==> src/rtl/spill_register.sv <==
// spill_register: two-entry elastic buffer, full throughput, no comb path ready_i -> ready_o
module spill_register #(
  parameter type T = logic
) (
  input  logic clk_i,
  input  logic rst_i,
  input  logic valid_i,
  output logic ready_o,
  input  T     data_i,
  output logic valid_o,
  input  logic ready_i,
  output T     data_o
);
  logic a_full_q, b_full_q, a_fill, a_drain, b_fill, b_drain;
  T a_data_q, b_data_q;
  assign a_fill  = valid_i && ready_o;
  assign a_drain = a_full_q && !b_full_q;
  assign b_fill  = a_drain && !ready_i;
  assign b_drain = b_full_q && ready_i;
  assign ready_o = !a_full_q || !b_full_q;
  assign valid_o = a_full_q || b_full_q;
  assign data_o  = b_full_q ? b_data_q : a_data_q;
  // entry a takes new data; it spills into b when the consumer stalls
  always_ff @(posedge clk_i or posedge rst_i)
    if (rst_i) begin
      a_full_q <= 1'b0;
      b_full_q <= 1'b0;
      a_data_q <= '0;
      b_data_q <= '0;
    end else begin
      if (a_fill || a_drain) a_full_q <= a_fill;
      if (a_fill) a_data_q <= data_i;
      if (b_fill || b_drain) b_full_q <= b_fill;
      if (b_fill) b_data_q <= a_data_q;
    end
endmodule

==> src/rtl/rr_arb_tree.sv <==
// rr_arb_tree: round-robin arbiter with lock-in; RR_ARB_TREE_OUT_SPILL_EN adds an output spill stage
module rr_arb_tree #(
  parameter int unsigned NumIn = 4,
  parameter type DataType = logic,
  parameter bit ExtPrio = 1'b0,
  parameter bit AxiVldRdy = 1'b0,
  parameter bit LockIn = 1'b0,
  localparam int unsigned IdxW = (NumIn > 1) ? $clog2(NumIn) : 1
) (
  input  logic            clk_i,
  input  logic            rst_i,
  input  logic            flush_i,
  input  logic [IdxW-1:0] rr_i,
  input  logic [NumIn-1:0] req_i,
  output logic [NumIn-1:0] gnt_o,
  input  DataType         data_i [NumIn],
  output logic            req_o,
  input  logic            gnt_i,
  output DataType         data_o,
  output logic [IdxW-1:0] idx_o
);
  logic [IdxW-1:0] ptr_q, lock_idx_q, prio, sel, idx;
  logic lock_q, locked, arb_valid, arb_ready, hs;
  assign prio      = ExtPrio ? ((32'(rr_i) >= NumIn) ? '0 : rr_i) : ptr_q;
  assign locked    = LockIn && lock_q && req_i[lock_idx_q];
  assign idx       = (NumIn == 1) ? '0 : locked ? lock_idx_q : sel;
  assign arb_valid = |req_i;
  assign hs        = arb_valid && arb_ready;
  // lowest requester at or above the pointer, else the lowest requester overall
  always_comb begin
    sel = '0;
    for (int i = NumIn - 1; i >= 0; i--) if (req_i[i]) sel = IdxW'(i);
    for (int i = NumIn - 1; i >= 0; i--) if (req_i[i] && IdxW'(i) >= prio) sel = IdxW'(i);
  end
  for (genvar k = 0; k < NumIn; k++) begin : g_gnt
    assign gnt_o[k] = arb_ready && (idx == IdxW'(k)) && (AxiVldRdy || req_i[k]);
  end
  // pointer moves just past the winner on each handshake; flush beats the update
  always_ff @(posedge clk_i or posedge rst_i)
    if (rst_i) ptr_q <= '0;
    else if (flush_i) ptr_q <= '0;
    else if (hs && NumIn > 1) ptr_q <= (idx == IdxW'(NumIn - 1)) ? '0 : idx + 1'b1;
  // a stalled winner is held until it handshakes or withdraws its request
  always_ff @(posedge clk_i or posedge rst_i)
    if (rst_i) begin
      lock_q     <= 1'b0;
      lock_idx_q <= '0;
    end else if (flush_i) begin
      lock_q <= 1'b0;
    end else begin
      lock_q     <= LockIn && arb_valid && !arb_ready;
      lock_idx_q <= idx;
    end
`ifdef RR_ARB_TREE_OUT_SPILL_EN
  typedef struct packed {
    DataType         d;
    logic [IdxW-1:0] i;
  } spill_t;
  spill_t spill_in, spill_out;
  assign spill_in = '{d: data_i[idx], i: idx};
  spill_register #(.T(spill_t)) i_spill (
    .clk_i   (clk_i),
    .rst_i   (rst_i),
    .valid_i (arb_valid),
    .ready_o (arb_ready),
    .data_i  (spill_in),
    .valid_o (req_o),
    .ready_i (gnt_i),
    .data_o  (spill_out)
  );
  assign data_o = spill_out.d;
  assign idx_o  = spill_out.i;
`else
  assign arb_ready = gnt_i;
  assign req_o     = arb_valid;
  assign data_o    = data_i[idx];
  assign idx_o     = idx;
`endif
endmodule

==> config.mk <==
export PLATFORM = sky130hd
export DESIGN_NAME = rr_arb_tree
export DESIGN_NICKNAME = d
export VERILOG_FILES = /design/src/rtl/spill_register.sv /design/src/rtl/rr_arb_tree.sv
export SDC_FILE = /design/constraint.sdc
export NUM_CORES = 1
export LEC_CHECK = 0
export CAP_MARGIN = 15
export CORE_AREA = 3 3 40 42
export DETAILED_ROUTE_END_ITERATION = 8
export DIE_AREA = 0 0 43 45
export PLACE_DENSITY = 0.56
export RECOVER_POWER = 50
export SLEW_MARGIN = 20
export SYNTH_ARGS = -nofsm -noshare
export SYNTH_HDL_FRONTEND = slang
export SYNTH_SLANG_ARGS = --single-unit
==> constraint.sdc <==
create_clock -name clk_i -period 2.1 [get_ports clk_i]
set_clock_uncertainty 0.05 [all_clocks]
set_input_delay 0.21 -clock clk_i [delete_from_list [all_inputs] [get_ports clk_i]]
set_output_delay 0.21 -clock clk_i [all_outputs]
set_load 0.02 [all_outputs]
==> run metrics <==
Initial Util 23.2%; TritonCTS buffer count 3; Synth top area share 16.8%; Fillers 138; Synth warnings 0; Seq/Total Area, Yosys 16.8%; post-DR vias/cell 4.41; WL/cell 10.3 um; Syn Area/Cell 8.76 um2; grt met1 use 11.6%; Sw Share 33.0%; clock root cell clkbuf_4; worst-path cell chain mux2i_1 -> nor2_1 -> a311oi_4 -> buf_4 -> buf_6 -> mux2i_1 -> buf_4; num ports 22; most frequent cells in the layout 13 x buf_4, 7 x clkdlybuf4s50_1, 5 x dlygate4sd2_1; detailed-route wire length 843 um; Post-route DRC 0; fmax 487 MHz; WS Path Type flop to output port; CTS max path bufs 2; Peak supply drop 0.234 mV; sequential share of power 15.9%; P_sw 0.0000962 W; Synth-to-Final Area Change 113%; Yosys reg bits 2; die area 0.00194 mm2; PD cells 460 mW/mm2; Worst-path clk slew 0.03 ns; max incr delay on CP 0.39 ns; Max Transition Viols Final 0; clock sinks 2; class of the worst hold path input port to asynchronous set/reset pin; vias in the first global route 367; status complete, no violations; post-layout min period 2.05 ns; number of flip-flops in the largest register 2; syn_nets 52; clock network power share 28.1%; ANT cells 0; drt pass-1 iters 4; Starting DRT DRC Count 1; Slew @ Worst Pin 0.300 ns; Final nets 87; core area 0.00128 mm2; Worst Path Required 1.84 ns; max_slew headroom 80.0%; GRT Total Usage 10.3%; die height 45 um; P_leak 0.315 nW; Pint 0.000195 W; post-synthesis cell area 298 um2; CTS tree done; Cells after Synth 34; total power 0.000291 W; Clock Latency Late Sink 0.22 ns; leading cell type in the layout, fill and taps excluded buf_4; Synth cell types 16; GRT Residual Overflow 0; multi-input logic area 258 um2; antenna-violating nets left 0; Final HPWL DP 660 um; chip width 43 um; largest net degree at the start of global routing 6; # port buffers 19; Via Count 362; met2 GRT Util 17.7%; routability cong. 0.673; post-place setup slack -0.526 ns; H-tree Lvls 1; Cell Rows 13; fin worst setup slack 0.0471 ns; GR peak layer met2; initial antenna violation count 0; max-cap viol count 0; Hold Violations, Final 0; Yosys top cell by area dfrtp_1; global-route wire length before repair 1.48 mm; met3 usage 2.79%; Slowest-stage cell, CP dfrtp_1; Synth area leaders dfrtp_1 17%, ha_1 17%, mux2i_1 13%, a211oi_2 8.4%, and3_1 6.3%; unrepaired setup endpoints after global routing yes; fraction of layout cells with a size suffix above 1 46.3%; crit end category output port; fin crit share 97.8%; Final setup viols 0; logic gate share of total power 55.9%; crit path max fanout 4; WP data arrival 1.79 ns; storage element area 50.0 um2; type of origin of the critical path flop
==> per-stage QoR <==
| step | hold WS [ns] | cell area [um2] | TNS (ns) | utilization (%) | instances |
|---|---|---|---|---|---|
| 2_1_floorplan | -0.0988 | 309 | 0 | - | 34 |
| 3_3_place_gp | 0.319 | 581 | -2.82 | 45.2 | 76 |
| 3_5_place_dp | 0.323 | 581 | -2.84 | 45.2 | 76 |
| 4_1_cts | 0.0865 | 607 | 0 | 47.2 | 82 |
| 5_1_grt | 0.237 | 633 | -0.218 | 49.3 | 82 |
| 6_report | 0.230 | 633 | 0 | 49.3 | 82 |
==> final cells by class <==
class                           count  area share [%]
Tap cell                           15            2.96
Multi-Input combinational cell     26            40.7
Inverter                            5            2.96
Clock buffer                        3            3.56
Timing Repair Buffer               31            41.9
Sequential cell                     2            7.91
==> path summary, 6_finish.rpt <==
check                      startpoint  endpoint  slack (ns)  cells after the start
setup / recovery              prio[1]    data_o        0.05                      7
hold / removal                  rst_i   prio[0]        0.23                      2
setup reg to reg              prio[1]   prio[1]        0.37                      6
hold reg to reg               prio[0]   prio[0]        0.58                      2
max in group asynchronous       rst_i   prio[1]        1.66                      2
min in group clk_i            flush_i   prio[0]        0.54                      2
==> power groups by stage <==
stage | Sequential (W) | Clock, W | Combinational [W]
2_1_floorplan | 0.0000474 | 0 | 0.0000720
3_3_place_gp | 0.0000468 | 0 | 0.000153
3_5_place_dp | 0.0000468 | 0 | 0.000154
4_1_cts | 0.0000464 | 0.0000870 | 0.000154
5_1_grt | 0.0000468 | 0.0000899 | 0.000180
6_report | 0.0000465 | 0.0000820 | 0.000163
==> Yosys cell counts (all sizes together) <==
master  number
buf          1
or4          1
a311oi       1
nor2         3
o2bb2a       1
o21ai        1
inv          5
a21oi        3
nand2b       1
dfrtp        2
and3         4
ha           4
and2         1
mux2i        4
a211oi       2
==> critical path: cells and delay by family, from the launching register on <==
family,cells,cell delay (ns)
buf+inv,3,0.42
flops,1,0.39
mux,2,0.35
compound gates,1,0.33
simple gates,1,0.08
==> logic make-up (layout without fill, tap and decap cells) <==
| group | after synthesis | after routing | share of synthesized area (%) |
|---|---|---|---|
| compound gates | 8 | 8 | 23.5 |
| mux | 4 | 4 | 13.4 |
| buf+inv | 6 | 39 | 7.98 |
| simple gates | 10 | 10 | 21.4 |
| fa+ha+maj | 4 | 4 | 16.8 |
| flops | 2 | 2 | 16.8 |
==> routing by layer <==
metal	part of all wire (%)	vias to the layer above	routed length, um
met5	0	-	0
met4	0	0	0
met3	7.1	0	60
met2	50	15	420
met1	43	161	362
li1	-	186	-
==> timing repair <==
item,CTS,global route
gates resized for setup,25,16
setup endpoints to repair,8,6
hold buffers,0,0
buffers inserted,3,0
pin swaps,2,2
(Power assumes the default switching activity.)
